**src/rtl/ecc_pkg.sv**
```systemverilog
// Shared constants, codeword type and check/flip helpers for the SEC encoder and corrector.
// Optional error injection in the encoder is enabled with macro ECC_ERR_INJECT_EN.
package ecc_pkg;

   localparam int DATA_W = 32;
   localparam int CHK_W  = 8;
   localparam int CW_W   = DATA_W + CHK_W;

   localparam logic [5:0] CW_MAX_IDX = 6'd39;

   // Byte-lane parities c0..c3, then interleaved masks c4..c7
   localparam logic [DATA_W-1:0] CHK_MASK [0:CHK_W-1] = '{
      32'h000000FF, 32'h0000FF00, 32'h00FF0000, 32'hFF000000,
      32'hAAAAAAAA, 32'hCCCCCCCC, 32'hF0F0F0F0, 32'h69696969
   };

   typedef struct packed {
      logic [CHK_W-1:0]  check;
      logic [DATA_W-1:0] data;
   } codeword_t;

   function automatic logic [CHK_W-1:0] calc_check(input logic [DATA_W-1:0] d);
      logic [CHK_W-1:0] c;
      for (int k = 0; k < CHK_W; k++) begin
         c[k] = ^(d & CHK_MASK[k]);
      end
      return c;
   endfunction

   // Bit 32..39 of the flattened codeword are c[0..7]
   function automatic codeword_t flip_bit(input codeword_t cw, input logic [5:0] idx);
      logic [CW_W-1:0] one;
      one = {{(CW_W-1){1'b0}}, 1'b1};
      return cw ^ (one << idx);
   endfunction

endpackage

```
**src/rtl/ecc_chk_gen.sv**
```systemverilog
// Combinational check-bit generator, shared between the encoder and the corrector bench.
module ecc_chk_gen
   import ecc_pkg::*;
(
   input  logic [DATA_W-1:0] data,
   output logic [CHK_W-1:0]  check
);

   // Each check bit is the parity of its masked data subset
   always_comb begin
      check = calc_check(data);
   end

endmodule

```
**src/rtl/ecc_sec_encoder.sv**
```systemverilog
// Two-stage valid/ready SEC encoder: S1 holds the raw word, S2 holds the registered codeword.
// Define ECC_ERR_INJECT_EN to add the single-bit error injection ports and logic.
module ecc_sec_encoder
   import ecc_pkg::*;
(
   input  logic              clk,
   input  logic              rst_n,
`ifdef ECC_ERR_INJECT_EN
   input  logic              inj_req,
   input  logic [5:0]        inj_bit,
   output logic              inj_pend,
`endif
   input  logic              in_valid,
   output logic              in_ready,
   input  logic [DATA_W-1:0] in_data,
   output logic              out_valid,
   input  logic              out_ready,
   output logic [DATA_W-1:0] out_data,
   output logic [CHK_W-1:0]  out_check,
   output logic [15:0]       word_cnt
);

   logic              s1_valid_r;
   logic [DATA_W-1:0] s1_data_r;
   logic              s2_valid_r;
   codeword_t         s2_cw_r;
   logic [15:0]       word_cnt_r;

   logic              in_fire_s;
   logic              out_fire_s;
   logic              s2_load_s;
   logic [CHK_W-1:0]  chk_s;
   codeword_t         cw_base_s;
   codeword_t         cw_s;

   ecc_chk_gen u_chk_gen (
      .data  (s1_data_r),
      .check (chk_s)
   );

   // Handshake decode; in_ready depends on out_ready only through S2 draining
   always_comb begin
      out_fire_s = s2_valid_r && out_ready;
      s2_load_s  = s1_valid_r && (!s2_valid_r || out_ready);
      in_ready   = !s1_valid_r || s2_load_s;
      in_fire_s  = in_valid && in_ready;
   end

   // Assemble the clean codeword from S1
   always_comb begin
      cw_base_s.check = chk_s;
      cw_base_s.data  = s1_data_r;
   end

`ifdef ECC_ERR_INJECT_EN
   logic       inj_pend_r;
   logic [5:0] inj_bit_r;

   // A new request re-arms (or disarms when out of range); the next S2 load consumes it
   always_ff @(posedge clk or negedge rst_n) begin
      if (!rst_n) begin
         inj_pend_r <= 1'b0;
         inj_bit_r  <= 6'd0;
      end else if (inj_req) begin
         inj_bit_r  <= inj_bit;
         inj_pend_r <= (inj_bit <= CW_MAX_IDX);
      end else if (s2_load_s) begin
         inj_pend_r <= 1'b0;
      end
   end

   // Apply the armed flip to the word entering S2
   always_comb begin
      if (inj_pend_r) begin
         cw_s = flip_bit(cw_base_s, inj_bit_r);
      end else begin
         cw_s = cw_base_s;
      end
   end

   assign inj_pend = inj_pend_r;
`else
   // Clean codeword path
   always_comb begin
      cw_s = cw_base_s;
   end
`endif

   // S1: raw data register
   always_ff @(posedge clk or negedge rst_n) begin
      if (!rst_n) begin
         s1_valid_r <= 1'b0;
         s1_data_r  <= {DATA_W{1'b0}};
      end else if (in_fire_s) begin
         s1_valid_r <= 1'b1;
         s1_data_r  <= in_data;
      end else if (s2_load_s) begin
         s1_valid_r <= 1'b0;
      end
   end

   // S2: codeword register; holds steady while stalled
   always_ff @(posedge clk or negedge rst_n) begin
      if (!rst_n) begin
         s2_valid_r <= 1'b0;
         s2_cw_r    <= {CW_W{1'b0}};
      end else if (s2_load_s) begin
         s2_valid_r <= 1'b1;
         s2_cw_r    <= cw_s;
      end else if (out_fire_s) begin
         s2_valid_r <= 1'b0;
      end
   end

   // Downstream transfer counter, wraps naturally
   always_ff @(posedge clk or negedge rst_n) begin
      if (!rst_n) begin
         word_cnt_r <= 16'd0;
      end else if (out_fire_s) begin
         word_cnt_r <= word_cnt_r + 16'd1;
      end
   end

   assign out_valid = s2_valid_r;
   assign out_data  = s2_cw_r.data;
   assign out_check = s2_cw_r.check;
   assign word_cnt  = word_cnt_r;

endmodule

```
**config.mk**
```make
export PLATFORM = sky130hd
export DESIGN_NAME = ecc_sec_encoder
export DESIGN_NICKNAME = d
export VERILOG_FILES = /design/src/rtl/ecc_pkg.sv /design/src/rtl/ecc_chk_gen.sv /design/src/rtl/ecc_sec_encoder.sv
export SDC_FILE = /design/constraint.sdc
export NUM_CORES = 1
export LEC_CHECK = 0
export CAP_MARGIN = 20
export CELL_PAD_IN_SITES_DETAIL_PLACEMENT = 1
export CELL_PAD_IN_SITES_GLOBAL_PLACEMENT = 1
export CORE_MARGIN = 3
export CORE_UTILIZATION = 30
export DETAILED_ROUTE_END_ITERATION = 8
export PLACE_DENSITY = 0.63
export RECOVER_POWER = 50
export SLEW_MARGIN = 5
export SYNTH_ARGS = -nofsm -noshare
export SYNTH_HDL_FRONTEND = slang
export SYNTH_SLANG_ARGS = --single-unit
export TNS_END_PERCENT = 50
```
**constraint.sdc**
```tcl
create_clock -name clk -period 1.8 [get_ports clk]
set_clock_uncertainty 0.15 [all_clocks]
set_input_delay 0.54 -clock clk [delete_from_list [all_inputs] [get_ports clk]]
set_output_delay 0.54 -clock clk [all_outputs]
set_load 0.02 [all_outputs]
```
==> impl_metrics.py <==
metrics = {
    "outcome": {
        "status": "completed",
    },
    "sta": {
        "max_slew_margin_pct": 67.79,
        "fmax_ghz": 0.5656,
        "fin_tns_setup_ns": 0,
        "setup_viol": 0,
        "maxSlewViolCount": 0,
        "fin_crit_ns": 1.768,
        "fin_crit_sh_pct": 98.22,
        "rsz0062_at_grt": "yes",
        "hold_slack_ns": 0.1512,
        "hold_viol": 0,
        "worst_slew_pin_slew_ns": 0.4832,
    },
    "detailed_routing": {
        "dr_total_vias": 2623,
        "drt_iter0_markers": 105,
        "drt_first_pass_iters": 4,
        "via_per_inst": 4.372,
        "wl_per_cell_um": 16.51,
        "drc_errors": 0,
        "routed_wl_mm": 9.907,
        "ant_nets": 0,
    },
    "place": {
        "placed_area_mm2": 0.005386,
        "io_buffers": 93,
        "dp_cells": 576,
        "dp_hpwl_mm": 7.029,
        "routabilityCongestion": 0.7325,
    },
    "clock_tree": {
        "htree_levels": 3,
        "clk_latency_ns": 0.35,
        "cts_made_buffers": 9,
        "cts_num_sinks": 90,
        "cts-root-buf": "clkbuf_16",
        "clockBufferDepth": 2,
        "cts.clk_slew.worst_paths_ns": 0.06,
        "cts_tree": "done",
    },
    "setup_path": {
        "cpMaxStageDelayCell": "dfrtp_2",
        "end_kind": "flip-flop",
        "cp_slowest_stage_delay_ns": 0.45,
        "required_ns": 1.88,
        "r2r_slack_ns": 0.03,
        "crit_type": "reg -> reg",
        "cp-start-kind": "flip-flop",
        "worstPathMaxFanout": 4,
        "crit_start": "s1_data_r[19]$_DFFE_PN0P_",
        "r2r-end": "out_check[7]$_DFFE_PN0P_",
        "crit_arrival_ns": 1.85,
        "ff2ff_path_depth": 5,
        "r2r_start": "s1_data_r[19]$_DFFE_PN0P_",
        "crit_chain": "xnor2_2 > buf_4 > xnor2_4 > xnor3_1 > mux2_2",
    },
    "min_path": {
        "hp-class": "in -> async",
    },
    "final_layout": {
        "drive_gt1_share_pct": 35.98,
        "fin_nets": 461,
        "design_area_mm2": 0.005888,
        "final_util_pct": 46.28,
        "syn2layout_area_growth_pct": 49.21,
        "final-instance-count-excl-fill": 600,
        "diodes": 0,
    },
    "logic_synthesis": {
        "synth_cell_types": 20,
        "synthFlopType": "dfrtp_1",
        "synth_area_mm2": 0.003946,
        "ys_seq_area_share_pct": 57.07,
        "synthArstFlopShare_pct": 100.0,
        "synth_seq_cells": 90,
        "synthTopCellsByArea": "dfrtp_1 57%, mux2_2 19%, xnor2_1 14%, xor2_1 1.6%, nand2_1 1.3%",
        "synth_edf_count": 0,
        "netlist.area_leader.share_pct": 57.07,
        "synth_top_area_cell": "dfrtp_1",
        "syn_nets": 321,
        "avgSynthCellArea_um2": 13.94,
        "postSynthCellCount": 283,
        "synth_warnings": 0,
    },
    "die": {
        "rows": 41,
        "core_area_mm2": 0.01272,
        "start_util_pct": 31.02,
        "die_h_um": 120.7,
        "die_w_um": 120.7,
        "die-area_mm2": 0.01457,
        "io_pins": 94,
    },
    "power_and_ir_drop": {
        "powerDensity_mw_per_mm2": 1353,
        "vdd_ir_drop_max_mv": 0.4657,
        "leakagePower_uw": 0.002597,
    },
    "global_route": {
        "grt_max_degree": 91,
        "grt_pass1_vias": 2862,
        "gr-total-overflow": 0,
        "grt_usage_pct": 14.18,
        "antenna_found_initial": 0,
        "grt_pass1_wl_mm": 15.48,
    },
    "flow_run": {
        "drv_cap": 0,
    },
}
==> cell families (layout without fill, tap and decap cells) <==
kind of cell,count (synthesis),in the layout,share of synthesized area (%)
flops,90,90,57.07
compound gates,6,6,0.7610
fa+ha+maj,2,2,0.6340
xor+xnor,73,73,16.74
buf+inv,7,152,0.8560
mux,67,67,19.12
simple gates,38,38,4.820
==> where the power goes <==
group | internal (uW) | switching [uW] | total, uW
Sequential | 2490 | 380 | 2880
Combinational | 1730 | 1450 | 3180
Clock | 1150 | 757 | 1910
Total | 5370 | 2590 | 7970
==> cells in the mapped netlist (2+ instances only) <==
library cell,n
and3_1,5
buf_2,6
dfrtp_1,90
ha_1,2
mux2_2,67
nand2_1,14
nand2b_1,3
nand3_1,8
nor2_1,2
nor3_1,2
o21ai_0,6
xnor2_1,64
xor2_1,7
==> worst max-delay path, delay by kind of cell (launching register included) <==
kind	cells	cell delay, ns
buffers and inverters	1	0.16
xor gates and xnor gates	3	0.63
muxes	1	0.26
DFF	1	0.45
==> registers in the layout (all words and copies together) (netlist names) <==
name / flops
out_data: 32
word_cnt: 16
out_valid: 1
s1_data_r: 32
s1_valid_r: 1
out_check: 8
==> metrics by stage <==
stage	worst slack [ns]	power, uW
final	0.03203	7966
after global routing	-0.02877	8433
after CTS	-0.03772	7897
after detailed placement	-0.6469	6134
after global placement	-0.6437	6046
after floorplan	-0.01194	4689
==> layout by cell type, fill, tap and decap left out, types with 4 or more instances in the layout <==
cell type,count
and3_1,5
buf_12,6
buf_4,34
clkbuf_1,4
clkbuf_16,9
clkbuf_2,4
clkdlybuf4s15_1,5
clkdlybuf4s50_1,33
dfrtp_1,83
dfrtp_2,7
dlygate4sd2_1,47
mux2_2,67
nand2_1,12
nand3_1,8
o21ai_0,6
xnor2_1,53
xnor2_2,10
xor2_1,5
==> cell type report <==
class	count	area (um2)
clock buffers	14	264.0
multi-input cells	186	1818
fillers	1363	6834
repair buffers	136	1295
clock inverters	2	35.03
flip-flops and latches	90	2261
well taps	172	215.2
==> how the worst max path moves through the flow <==
stage,to,slack [ns],depth (start not counted)
6_report,out_check[7]$_DFFE_PN0P_,0.03,5
5_1_grt,out_check[7]$_DFFE_PN0P_,-0.03,5
4_1_cts,in_ready,-0.04,3
3_5_place_dp,in_ready,-0.65,3
3_3_place_gp,in_ready,-0.64,3
2_1_floorplan,s1_data_r[0]$_DFFE_PN0P_,-0.01,4
==> repair_timing <==
item,in CTS,in global routing
hold buffers,0,0
setup buffers,1,6
resized for setup,76,33
endpoints found under the setup margin,132,13
pin swaps,1,6
gates cloned,2,0
==> layer usage <==
metal	up-vias	share of wire [%]	track usage, %
li1	1236	-	-
met1	1324	43	18.23
met2	49	51	22.88
met3	14	3.3	2.900
met4	0	2.0	6.799
met5	-	0	0
(Power assumes the default switching activity.)
